$ cat src/rtl/lcd_window_sched.sv
// rtl/lcd_window_sched.sv - ST7789 window scheduler: CASET/RASET/RAMWR then pixel bytes
// Optional LCD_SOLID_FILL_EN adds req_fill/req_color to stream one colour without fetching.
module lcd_window_sched #(
  parameter int         c_x_bits     = 8,
  parameter int         c_y_bits     = 8,
  parameter int         c_color_bits = 16,
  parameter int         c_x_ofs      = 0,
  parameter int         c_y_ofs      = 0,
  parameter logic [7:0] c_caset      = 8'h2A,
  parameter logic [7:0] c_raset      = 8'h2B,
  parameter logic [7:0] c_ramwr      = 8'h2C
) (
  input  logic                    clk,
  input  logic                    reset,
  input  logic                    req_valid,
  output logic                    req_ready,
  input  logic [c_x_bits-1:0]     req_x0,
  input  logic [c_x_bits-1:0]     req_x1,
  input  logic [c_y_bits-1:0]     req_y0,
  input  logic [c_y_bits-1:0]     req_y1,
`ifdef LCD_SOLID_FILL_EN
  input  logic                    req_fill,
  input  logic [c_color_bits-1:0] req_color,
`endif
  output logic [c_x_bits-1:0]     x,
  output logic [c_y_bits-1:0]     y,
  output logic                    pix_req,
  input  logic [c_color_bits-1:0] color,
  output logic [7:0]              byte_data,
  output logic                    byte_dc,
  output logic                    byte_valid,
  input  logic                    byte_ready,
  output logic                    busy,
  output logic                    done
);

  localparam bit two_bytes = (c_color_bits >= 12);

  typedef enum logic [3:0] {
    S_IDLE, S_CASET_CMD, S_CASET_ARG, S_RASET_CMD, S_RASET_ARG,
    S_RAMWR_CMD, S_FETCH, S_LOAD, S_PIX, S_DONE
  } state_t;

  state_t state, state_next;

  logic [c_x_bits-1:0]     xl, xh, cx, nx;
  logic [c_y_bits-1:0]     yl, yh, cy, ny;
  logic [1:0]              arg_idx;
  logic                    byte_idx;
  logic [c_color_bits-1:0] color_q;
  logic                    fill_q;
  logic                    hs, row_end, last_pix, last_byte;
  logic [15:0]             xs, xe, ys, ye, arg_word, color_ext;
  logic [7:0]              arg_byte;

  assign hs        = byte_valid && byte_ready;
  assign row_end   = (cx == xh);
  assign last_pix  = row_end && (cy == yh);
  assign last_byte = !two_bytes || byte_idx;
  assign nx        = row_end ? xl : cx + c_x_bits'(1);
  assign ny        = row_end ? cy + c_y_bits'(1) : cy;

  // Panel offsets apply only to the address-set arguments, never to x/y.
  assign xs        = 16'(xl) + 16'(c_x_ofs);
  assign xe        = 16'(xh) + 16'(c_x_ofs);
  assign ys        = 16'(yl) + 16'(c_y_ofs);
  assign ye        = 16'(yh) + 16'(c_y_ofs);
  assign arg_word  = (state == S_RASET_ARG) ? (arg_idx[1] ? ye : ys)
                                            : (arg_idx[1] ? xe : xs);
  assign arg_byte  = arg_idx[0] ? arg_word[7:0] : arg_word[15:8];
  assign color_ext = 16'(color_q);

  assign req_ready = (state == S_IDLE);
  assign busy      = (state != S_IDLE);
  assign done      = (state == S_DONE);
  assign pix_req   = (state == S_FETCH);

  always_ff @(posedge clk) begin
    if (reset) state <= S_IDLE;
    else       state <= state_next;
  end

  always_comb begin
    state_next = state;
    byte_valid = 1'b0;
    byte_dc    = 1'b0;
    byte_data  = 8'h00;
    case (state)
      S_IDLE:      if (req_valid) state_next = S_CASET_CMD;
      S_CASET_CMD: begin
        byte_valid = 1'b1;
        byte_data  = c_caset;
        if (hs) state_next = S_CASET_ARG;
      end
      S_CASET_ARG: begin
        byte_valid = 1'b1;
        byte_dc    = 1'b1;
        byte_data  = arg_byte;
        if (hs && arg_idx == 2'd3) state_next = S_RASET_CMD;
      end
      S_RASET_CMD: begin
        byte_valid = 1'b1;
        byte_data  = c_raset;
        if (hs) state_next = S_RASET_ARG;
      end
      S_RASET_ARG: begin
        byte_valid = 1'b1;
        byte_dc    = 1'b1;
        byte_data  = arg_byte;
        if (hs && arg_idx == 2'd3) state_next = S_RAMWR_CMD;
      end
      S_RAMWR_CMD: begin
        byte_valid = 1'b1;
        byte_data  = c_ramwr;
        if (hs) state_next = fill_q ? S_PIX : S_FETCH;
      end
      S_FETCH:     state_next = S_LOAD;
      S_LOAD:      state_next = S_PIX;
      S_PIX: begin
        byte_valid = 1'b1;
        byte_dc    = 1'b1;
        byte_data  = (two_bytes && !byte_idx) ? color_ext[15:8] : color_ext[7:0];
        if (hs && last_byte)
          state_next = last_pix ? S_DONE : (fill_q ? S_PIX : S_FETCH);
      end
      S_DONE:      state_next = S_IDLE;
      default:     state_next = S_IDLE;
    endcase
  end

  always_ff @(posedge clk) begin
    if (reset) begin
      xl <= '0; xh <= '0; yl <= '0; yh <= '0;
      cx <= '0; cy <= '0; x <= '0; y <= '0;
      arg_idx  <= 2'd0;
      byte_idx <= 1'b0;
      color_q  <= '0;
    end else begin
      if (state == S_IDLE && req_valid) begin
        xl <= (req_x0 < req_x1) ? req_x0 : req_x1;
        xh <= (req_x0 < req_x1) ? req_x1 : req_x0;
        yl <= (req_y0 < req_y1) ? req_y0 : req_y1;
        yh <= (req_y0 < req_y1) ? req_y1 : req_y0;
`ifdef LCD_SOLID_FILL_EN
        if (req_fill) color_q <= req_color;
`endif
      end
      if (hs && (state == S_CASET_ARG || state == S_RASET_ARG)) arg_idx <= arg_idx + 2'd1;
      if (hs && state == S_RAMWR_CMD) begin
        cx <= xl;
        cy <= yl;
        byte_idx <= 1'b0;
        if (!fill_q) begin
          x <= xl;
          y <= yl;
        end
      end
      if (state == S_LOAD) color_q <= color;
      // The internal cursor always advances; the visible x/y only when fetching.
      if (hs && state == S_PIX) begin
        byte_idx <= two_bytes ? !byte_idx : 1'b0;
        if (last_byte && !last_pix) begin
          cx <= nx;
          cy <= ny;
          if (!fill_q) begin
            x <= nx;
            y <= ny;
          end
        end
      end
    end
  end

`ifdef LCD_SOLID_FILL_EN
  always_ff @(posedge clk) begin
    if (reset)                          fill_q <= 1'b0;
    else if (state == S_IDLE && req_valid) fill_q <= req_fill;
  end
`else
  assign fill_q = 1'b0;
`endif

endmodule

$ cat config.mk
export PLATFORM = sky130hd
export DESIGN_NAME = lcd_window_sched
export DESIGN_NICKNAME = d
export VERILOG_FILES = /design/src/rtl/lcd_window_sched.sv
export SDC_FILE = /design/constraint.sdc
export NUM_CORES = 1
export LEC_CHECK = 0
export CORE_ASPECT_RATIO = 1.75
export CORE_MARGIN = 1.5
export CORE_UTILIZATION = 55
export DETAILED_ROUTE_END_ITERATION = 10
export MAX_ROUTING_LAYER = met4
export PLACE_DENSITY = 0.83
export SETUP_SLACK_MARGIN = 0.2
export SYNTH_ARGS = -nofsm -noshare
export SYNTH_HDL_FRONTEND = slang
export SYNTH_SLANG_ARGS = --single-unit
$ cat constraint.sdc
create_clock -name clk -period 4.46 [get_ports clk]
set_input_delay 0.892 -clock clk [delete_from_list [all_inputs] [get_ports clk]]
set_output_delay 0.892 -clock clk [all_outputs]
set_load 0.02 [all_outputs]
==> impl_results.md <==
* Status: finished clean
* Core ar. at 9790 um^2
* # DRC at 0
* Global-route usage over all layers at 32.2%
* Gpl congestion at 1.00
* Die width at 78.3 um
* Clock sinks at 87
* Setup violators final at 0
* Worst hold-check path type: register to register
* Number of synthesized register bits at 87
* Worst slew pin tran at 1.02 ns
* Routed wire per std cell at 19.6 um
* Syn Nets at 727
* Clk buf depth at 2
* Vias post-DR at 5,497
* Synth async-reset ratio at 0%
* Detail Placement HPWL at 12.0 mm
* Top_reg_cell synth: dfxtp_1
* Worst-path fanout max at 12
* Layout Skew at 0.00687 ns
* Synth unique cells at 58
* Register area share after synthesis at 31.9%
* Setup crit end: byte_data[1]
* Mapped Area at 5460 um^2
* Endpoints failing hold at 0
* RSZ-0062 raised after global routing: false
* Port-buffer cells at 81
* Power per cell area at 418 nW/um^2
* Yosys warning total at 0
* Setup TNS at 0 ns
* Placed Cells at 811
* Routed Antenna Nets at 0
* Max-slew violations at 0
* Crit. End Element: output pin
* Final period util at 91.0%
* Hold_buf cts at 0
* R2R depth at 5
* Mean area per synthesized cell at 8.30 um^2
* Chip Height at 135 um
* Area grow syn2layout at 19.2%
* Number of enable flip-flop cells after synthesis at 0
* Vias/cell at 6.62
* Top cells by area, synth: dfxtp_1 (32%), a211oi_1 (5.9%), a2111oi_0 (5.8%)
* Cell with the most instances after synthesis: dfxtp_1
* Req. time, crit path at 3.57 ns
* Iter 0 DRT Violations at 457
* Crit. Startpoint: state[2]
* TritonCTS clock tree: yes
* Site row count at 48
* Share of cells above drive strength 1 at 4.96%
* R2r endpoint: x[4]
* Vias in the first global route at 5,235
* Max-cap viol count at 0
* Worst slack at placement at 0.508 ns
* F_max at 0.246 GHz
* Relative slew slack at 31.7%
* Global-route wire length before repair at 25.9 mm
* Top cell type by total area after synthesis: dfxtp_1
* WS Path Type: register to output pin
* Post-route setup slack at 0.403 ns
* Initial antenna violation count at 0
* I/O pins at 82
* Die Area at 10,600 um^2
* Overflow after GRT at 0
* Fin nets at 769
* H-tree levels at 3
* Minimum clock period after layout at 4.06 ns
* Reg-to-reg startpoint: cx[0]
* DRT Wirelength at 16.2 mm
* Antenna cells at 0
* Share of Yosys cell area claimed by the top area cell type at 31.9%
* First-pass iteration count of the detailed router at 7
* Initial core utilization at 55.8%
* Setup crit start kind: register
* Reg clk slew, reported paths at 0.06 ns
* Synth Instances at 658
* Inserted Clock Buffers at 9
* Leakage at 2.31 nW
* Root Buffer Master: clkbuf_16
* Pin count of the biggest net entering global routing at 65
* Post_cts resized at 0
* Data arrival, critical path at 3.17 ns
* FF-to-FF setup slack at 1.65 ns
* Non-Filler Instances at 830
* Worst-Skew Late Latency at 0.35 ns
* Post-synth top cells: dfxtp_1 (87), nand2_1 (74), nor2_1 (57)
* Peak supply drop at 260 uV
[kinds of logic (layout without fill, tap and decap cells)]
family          count (synthesis)  after routing  synth area share [%]
simple gates                  192            192                  17.1
xor+xnor                       26             26                  4.17
mux                            23             23                  6.62
compound gates                235            235                  30.2
fa+ha+maj                      17             17                  3.89
flops                          87             87                  31.9
buf+inv                        78            125                  6.19
[routing by layer]
layer | up-vias | GRT usage, % | routed length (um)
li1 | 2586 | - | -
met1 | 2597 | 34.2 | 6130
met2 | 233 | 55.8 | 8340
met3 | 81 | 4.86 | 762
met4 | 0 | 19.3 | 1000
met5 | - | - | 0
[placed cells by master, fill, tap and decap left out, drive strengths merged, types with 5 or more instances in the layout]
cell type      instances
clkdlybuf4s50         81
dfxtp                 87
nand4                  8
a31oi                  6
o21ai                 51
mux2i                 11
mux4                   8
buf                    9
a2111oi               36
nor2                  57
a21oi                 32
nor3                   5
nor4                   6
a21o                  11
and3                  11
clkbuf                14
a22oi                  8
and4                   7
nand2                 74
a221oi                13
inv                   19
ha                    17
o211ai                 5
a211oi                44
nand3                  8
xnor2                 22
o31ai                  5
[what timing repair did]
item	CTS	global route
pin swaps	1	1
setup endpoints to repair	2	2
buffers inserted	0	3
[worst min path at each step]
stage | start | end | slack (ns) | depth (start not counted)
after CTS | color_ext[3] | color_ext[3] | 0.45 | 2
after global placement | color_ext[2] | color_ext[2] | 0.44 | 2
after detailed placement | color_ext[3] | color_ext[3] | 0.45 | 2
final | color_ext[3] | color_ext[3] | 0.46 | 2
after global routing | color_ext[3] | color_ext[3] | 0.47 | 2
after floorplan | color_ext[0] | color_ext[0] | 0.43 | 2
[area by class of cell]
cell class | instances | area [um^2]
inverter | 19 | 71.3
sequential | 87 | 1740
tap | 125 | 156
fill | 818 | 3280
clock buffer | 14 | 264
clock inverter | 2 | 15.0
multi-input combinational | 493 | 3380
timing repair buffer | 90 | 878
[flip-flops by register name, summed over array words and instances, names as in the netlist]
name       cells
xl             8
byte_idx       1
color_ext     16
xh             8
yl             8
cy             8
y              8
cx             8
state          4
yh             8
arg_idx        2
x              8
[critical path: stages, from the launching register on]
cell and delay [ns]:
dfxtp_1 0.58, inv_1 0.25, nor4_4 0.28, buf_4 0.23, mux4_1 0.58, a221o_1 0.36, clkdlybuf4s50_1 0.53
[report_power, final]
group          internal (mW)  switching (mW)
registers              0.876           0.180
logic                  0.372           0.585
clock network          0.409           0.302
total                   1.66            1.07
[stage by stage]
step	power (mW)	cell area (um^2)	utilization [%]	hold WS, ns
final	2.72	6510	66.5	0.456
after global placement	1.96	6210	63.4	0.440
after floorplan	1.66	5460	-	0.433
after CTS	2.69	6490	66.3	0.454
after global routing	2.85	6510	66.5	0.474
after detailed placement	1.99	6210	63.4	0.446
No activity file was read; power rests on OpenSTA's default activity.
